$ cat src/rtl/coin_pkg.sv
// Coin codes shared by the coin acceptor and the vending machine FSM.
package coin_pkg;

  typedef enum logic [1:0] {
    COIN_NONE = 2'b00,
    COIN_5    = 2'b01,
    COIN_10   = 2'b10,
    COIN_RSVD = 2'b11
  } coin_t;

  function automatic coin_t chan_code(input logic is_ten);
    return is_ten ? COIN_10 : COIN_5;
  endfunction

endpackage

$ cat src/rtl/coin_debounce.sv
// One coin-sensor channel: 2-flop synchroniser, debounce, rising-edge event
// and stuck-high (jam) detection.
module coin_debounce #(
  parameter int DEBOUNCE_CYCLES = 4,
  parameter int JAM_CYCLES      = 64
) (
  input  logic clk,
  input  logic rst,
  input  logic sense,
  output logic deb,
  output logic rise,
  output logic jam_hit
);

  localparam int DW = (DEBOUNCE_CYCLES > 2) ? $clog2(DEBOUNCE_CYCLES) : 1;
  localparam int JW = $clog2(JAM_CYCLES + 1);

  logic          sync_p0;
  logic          sync_p1;
  logic          deb_q;
  logic [DW-1:0] deb_cnt;
  logic [JW-1:0] jam_cnt;

  always_ff @(posedge clk or negedge rst) begin
    if (!rst) begin
      sync_p0 <= 1'b0;
      sync_p1 <= 1'b0;
      deb     <= 1'b0;
      deb_q   <= 1'b0;
      deb_cnt <= '0;
      jam_cnt <= '0;
    end else begin
      sync_p0 <= sense;
      sync_p1 <= sync_p0;
      deb_q   <= deb;
      // deb only follows s after DEBOUNCE_CYCLES consecutive disagreeing samples
      if (sync_p1 == deb) begin
        deb_cnt <= '0;
      end else if (deb_cnt == DW'(DEBOUNCE_CYCLES - 1)) begin
        deb     <= sync_p1;
        deb_cnt <= '0;
      end else begin
        deb_cnt <= deb_cnt + DW'(1);
      end
      // saturates at JAM_CYCLES so jam_hit stays asserted while the sensor is stuck
      if (!deb) begin
        jam_cnt <= '0;
      end else if (jam_cnt != JW'(JAM_CYCLES)) begin
        jam_cnt <= jam_cnt + JW'(1);
      end
    end
  end

  assign rise    = deb & ~deb_q;
  assign jam_hit = (jam_cnt == JW'(JAM_CYCLES));

endmodule

$ cat src/rtl/coin_acceptor.sv
// Coin acceptor front end: two debounced sensor channels feeding a small coin
// event FIFO that presents one registered coin code per cycle downstream.
module coin_acceptor
  import coin_pkg::*;
#(
  parameter int DEBOUNCE_CYCLES = 4,
  parameter int FIFO_DEPTH      = 4,
  parameter int JAM_CYCLES      = 64
) (
  input  logic                          clk,
  input  logic                          rst,
  input  logic                          sense_5,
  input  logic                          sense_10,
  input  logic                          accept_ready,
  output coin_t                         coin,
  output logic                          reject,
  output logic                          jam,
  output logic [$clog2(FIFO_DEPTH):0]   fifo_level
);

  localparam int AW = $clog2(FIFO_DEPTH);
  localparam int LW = AW + 1;

  logic deb_5, deb_10;
  logic rise_5, rise_10;
  logic hit_5, hit_10;

  coin_debounce #(.DEBOUNCE_CYCLES(DEBOUNCE_CYCLES), .JAM_CYCLES(JAM_CYCLES)) u_deb_5 (
    .clk(clk), .rst(rst), .sense(sense_5), .deb(deb_5), .rise(rise_5), .jam_hit(hit_5)
  );

  coin_debounce #(.DEBOUNCE_CYCLES(DEBOUNCE_CYCLES), .JAM_CYCLES(JAM_CYCLES)) u_deb_10 (
    .clk(clk), .rst(rst), .sense(sense_10), .deb(deb_10), .rise(rise_10), .jam_hit(hit_10)
  );

  coin_t         mem [FIFO_DEPTH];
  logic [AW-1:0] wr_ptr;
  logic [AW-1:0] rd_ptr;
  logic [LW-1:0] level;

  logic  full, empty, pop, push, rej, one_rise;
  coin_t push_code;

  always_comb begin
    full      = (level == LW'(FIFO_DEPTH));
    empty     = (level == '0);
    pop       = accept_ready & ~empty;
    one_rise  = rise_5 ^ rise_10;
    // a full FIFO still takes a coin when the head leaves on the same edge
    push      = ~jam & one_rise & (~full | pop);
    rej       = ~jam & ((rise_5 & rise_10) | (one_rise & full & ~pop));
    push_code = chan_code(rise_10);
  end

  always_ff @(posedge clk or negedge rst) begin
    if (!rst) begin
      for (int i = 0; i < FIFO_DEPTH; i++) mem[i] <= COIN_NONE;
      wr_ptr <= '0;
      rd_ptr <= '0;
      level  <= '0;
      coin   <= COIN_NONE;
      reject <= 1'b0;
      jam    <= 1'b0;
    end else begin
      if (push) begin
        mem[wr_ptr] <= push_code;
        wr_ptr      <= wr_ptr + AW'(1);
      end
      if (pop) rd_ptr <= rd_ptr + AW'(1);
      coin   <= pop ? mem[rd_ptr] : COIN_NONE;
      reject <= rej;
      case ({push, pop})
        2'b10:   level <= level + LW'(1);
        2'b01:   level <= level - LW'(1);
        default: level <= level;
      endcase
      if (!deb_5 && !deb_10) jam <= 1'b0;
      else if (hit_5 || hit_10) jam <= 1'b1;
    end
  end

  assign fifo_level = level;

endmodule

$ cat config.mk
export PLATFORM = sky130hd
export DESIGN_NAME = coin_acceptor
export DESIGN_NICKNAME = d
export VERILOG_FILES = /design/src/rtl/coin_pkg.sv /design/src/rtl/coin_debounce.sv /design/src/rtl/coin_acceptor.sv
export SDC_FILE = /design/constraint.sdc
export NUM_CORES = 1
export LEC_CHECK = 0
export CAP_MARGIN = 10
export CORE_MARGIN = 5
export CORE_UTILIZATION = 47
export CTS_BUF_LIST = sky130_fd_sc_hd__clkbuf_8
export CTS_CLUSTER_SIZE = 14
export DETAILED_ROUTE_END_ITERATION = 8
export PLACE_DENSITY = 0.65
export SLEW_MARGIN = 20
export SYNTH_ARGS = -nofsm -noshare
export SYNTH_HDL_FRONTEND = slang
export SYNTH_SLANG_ARGS = --single-unit
$ cat constraint.sdc
create_clock -name clk -period 2.2 [get_ports clk]
set_input_delay 0.33 -clock clk [delete_from_list [all_inputs] [get_ports clk]]
set_output_delay 0.33 -clock clk [all_outputs]
set_load 0.05 [all_outputs]
==> impl_metrics.ini <==
[sta]
slew_headroom_pct = 55.1
worst_pin_slew_ns = 0.674
fin_setup_tns_ns = 0
period_minus_slack_ns = 1.99
rsz0062_at_grt = no
setup_viol = 0
slew_viol_final = 0
finalCritPeriodShare_pct = 90.6
max_freq_mhz = 502
timing_hold_violations_final = 0
fin_hold_ws_ns = 0.0676
worst_slack_ns = 0.206
finClkSkew_ns = 0.00560

[hold_path]
hp-class = primary input to async pin

[route]
dr_wl_met2_um = 1540
routed-wl-met3_um = 129
antenna_left = 0
dr.pass1.iters = 4
drc = 0
drt_wl_total_um = 3200
wl_met1_um = 1520
viasPerCell = 5.18
post_drt_wl_per_cell_um = 13.0
vias = 1275
drt_iter0_drc = 57
top_layer = met4

[global_routing]
grt_pass1_vias = 1274
grt_use_total_pct = 11.7
grt_overflow = 0
grt_max_degree = 32
antenna_found_initial = 0
grt_pass1_wl_um = 5750

[synthesis]
synth_cell_type_count = 32
synthTopCellsByArea = dfrtp_1 54%, xnor2_1 7.1%, ha_1 6.6%
synth_top_cell_by_area = dfrtp_1
ys_seq_area_share_pct = 54.0
synth_nets = 190
synthCells = 173
yosys_warnings = 0
ys_ff_latch = 45
synth.top_cell.area_share_pct = 54.0
syn_area_per_cell_um2 = 12.1
syn_area_um2 = 2090

[pwr]
p_leak_nw = 1.10
internal_power_w = 0.00214
powerDensity_nw_per_um2 = 1420
p_comb_share_pct = 43.2
vdd_drop_max_mv = 0.490
p_sw_w = 0.00127
sw_frac_of_total_pct = 37.2
sequentialPowerShare_pct = 38.2
pwr-share-clk_pct = 18.6

[clocking]
cts_tree = yes
cts_buffers = 5
clk_pin_slew_ns = 0.08
postCtsHoldBufs = 0
post_cts_buffers = 0
cts_sinks = 45
cts.htree.levels = 2
clockBufferDepth = 2
post_cts_resized = 0
worst_skew_pair.late_latency_ns = 0.29
clockRootBuffer = clkbuf_8

[floorplanning]
die_h_um = 76.6
die_area_um2 = 5870
num_rows = 24
io_pins = 12
core_area_um2 = 4320
start_util_pct = 48.2
die_w_um = 76.6

[final_layout]
area_delta_synth_final_pct = 15.0
drive_gt1_share_pct = 14.9
fin_nets = 210
antenna_cells = 0

[worst_setup_path]
cp_num_cells = 1
end_kind = primary output
cp_num_buf_inv = 1
critPathMaxFanout = 7
r2r_end = fifo_level[2]$_DFFE_PN0P_
arrival_ns = 1.66
cp_cell_sequence = clkdlybuf4s50_1
start_kind = register
r2r_start = u_deb_10.deb$_DFFE_PN0P_
reg2reg_slack_ns = 0.21
critical_path_class = register to primary output
slowest_stage = clkdlybuf4s50_1
critPathRequiredTime_ns = 1.87
critPathTopFamily = buffers and inverters
reg2regPathDepth = 8
slowest_delay_ns = 0.86

[flow_run]
cap_violations = 0

[placed_design]
dpl_worst_slack_ns = 0.0901
place.gp.congestion = 0.810
hpwl_um = 2310
io_buffers = 11

[outcome]
status = finished clean
power by group through the flow:
| stage | registers (W) | logic [W] | clock network (W) |
|---|---|---|---|
| floorplan | 0.00145 | 0.000986 | 0 |
| global placement | 0.00130 | 0.00143 | 0 |
| detailed placement | 0.00132 | 0.00148 | 0 |
| CTS | 0.00131 | 0.00149 | 0.000646 |
| global route | 0.00133 | 0.00164 | 0.000686 |
| finish | 0.00130 | 0.00147 | 0.000633 |
state kept, by name, summed over array words and instances, names as in the netlist:
signal and flops:
u_deb_5.sync_p0 1, u_deb_10.deb_cnt 2, mem 8, coin 2, u_deb_5.deb_cnt 2, rd_ptr 2
fifo_level 3, jam 1, u_deb_10.deb_q 1, u_deb_10.sync_p1 1, u_deb_10.sync_p0 1, u_deb_5.deb 1
u_deb_10.deb 1, u_deb_5.sync_p1 1, reject 1, wr_ptr 2, u_deb_10.jam_cnt 7, u_deb_5.jam_cnt 7
u_deb_5.deb_q 1
cell families after synthesis:
kind of cell	after synthesis	share of synthesized area, %
AOI/OAI and AO/OA	19	6.24
and+or+nand+nor	54	15.0
xor gates and xnor gates	19	7.98
buffers and inverters	14	2.88
DFF	45	54.0
muxes	10	6.36
adders and majority gates	12	7.56
layer usage:
| metal | GRT usage, % | vias up |
|---|---|---|
| li1 | - | 619 |
| met1 | 15.9 | 638 |
| met2 | 18.2 | 16 |
| met3 | 4.14 | 2 |
| met4 | 2.62 | 0 |
| met5 | 0 | - |
through the flow:
| stage | power (W) | instances | instance area [um^2] | utilization [%] |
|---|---|---|---|---|
| after floorplan | 0.00243 | 173 | 2090 | - |
| after CTS | 0.00345 | 246 | 2400 | 55.5 |
| after global placement | 0.00273 | 238 | 2280 | 52.8 |
| final | 0.00341 | 246 | 2400 | 55.5 |
| after global routing | 0.00366 | 246 | 2400 | 55.5 |
| after detailed placement | 0.00280 | 238 | 2280 | 52.8 |
cells in the final DEF, fill, tap and decap left out, types with 2 or more instances in the layout:
cell type | netlist | final
a31oi_1 | 5 | 5
buf_4 | 2 | 7
nor4_1 | 2 | 2
mux2i_1 | 2 | 2
nor2_1 | 4 | 4
mux2_2 | 6 | 6
clkdlybuf4s50_1 | 0 | 10
nor2b_1 | 10 | 10
dfrtp_1 | 45 | 45
and2_1 | 6 | 6
xor2_1 | 2 | 2
mux4_2 | 2 | 2
inv_1 | 9 | 10
and3_1 | 3 | 3
ha_1 | 11 | 11
nand2b_1 | 2 | 2
a21boi_0 | 2 | 2
nand3_1 | 6 | 6
xnor2_1 | 17 | 17
o221ai_1 | 2 | 2
nand2_1 | 13 | 13
clkbuf_8 | 0 | 6
and2_2 | 2 | 2
a21oi_1 | 7 | 7
nor3_1 | 2 | 2
cell type report:
type	instances	area (um^2)
sequential	45	1130
inverter	9	33.8
fill	371	1930
clock inverter	2	33.8
multi-input combinational	114	900
clock buffer	6	82.6
tap	52	65.1
timing repair buffer	18	158
cell usage after synthesis:
| cell type | number |
|---|---|
| a21boi_0 | 2 |
| o221ai_1 | 2 |
| ha_1 | 11 |
| nor4_2 | 1 |
| nand2b_1 | 2 |
| nor2_2 | 1 |
| mux2i_1 | 2 |
| nor2_1 | 4 |
| clkbuf_1 | 3 |
| nand3_1 | 6 |
| nor2b_1 | 10 |
| nor4_1 | 2 |
| xnor2_1 | 17 |
| and3_1 | 3 |
| a31oi_1 | 5 |
| nor3_1 | 2 |
| nor4b_4 | 1 |
| fa_1 | 1 |
| and2_1 | 6 |
| mux4_2 | 2 |
| o21ai_0 | 1 |
| nand3b_1 | 1 |
| o31a_4 | 1 |
| buf_4 | 2 |
| mux2_2 | 6 |
| a21oi_1 | 7 |
| nand2_1 | 13 |
| xor2_1 | 2 |
| o22a_1 | 1 |
| and2_2 | 2 |
| inv_1 | 9 |
| dfrtp_1 | 45 |
worst max-delay path by stage:
stage,end,from,slack (ns)
after detailed placement,fifo_level[2]$_DFFE_PN0P_,accept_ready,0.09
final,fifo_level[1],fifo_level[1]$_DFFE_PN0P_,0.21
after CTS,fifo_level[2]$_DFFE_PN0P_,u_deb_10.deb$_DFFE_PN0P_,0.19
after floorplan,fifo_level[2]$_DFFE_PN0P_,u_deb_10.deb$_DFFE_PN0P_,0.006
after global placement,fifo_level[2]$_DFFE_PN0P_,accept_ready,0.13
after global routing,fifo_level[2]$_DFFE_PN0P_,u_deb_10.deb_q$_DFF_PN0_,0.04
Note: power is estimated with default switching activity, not from simulation.
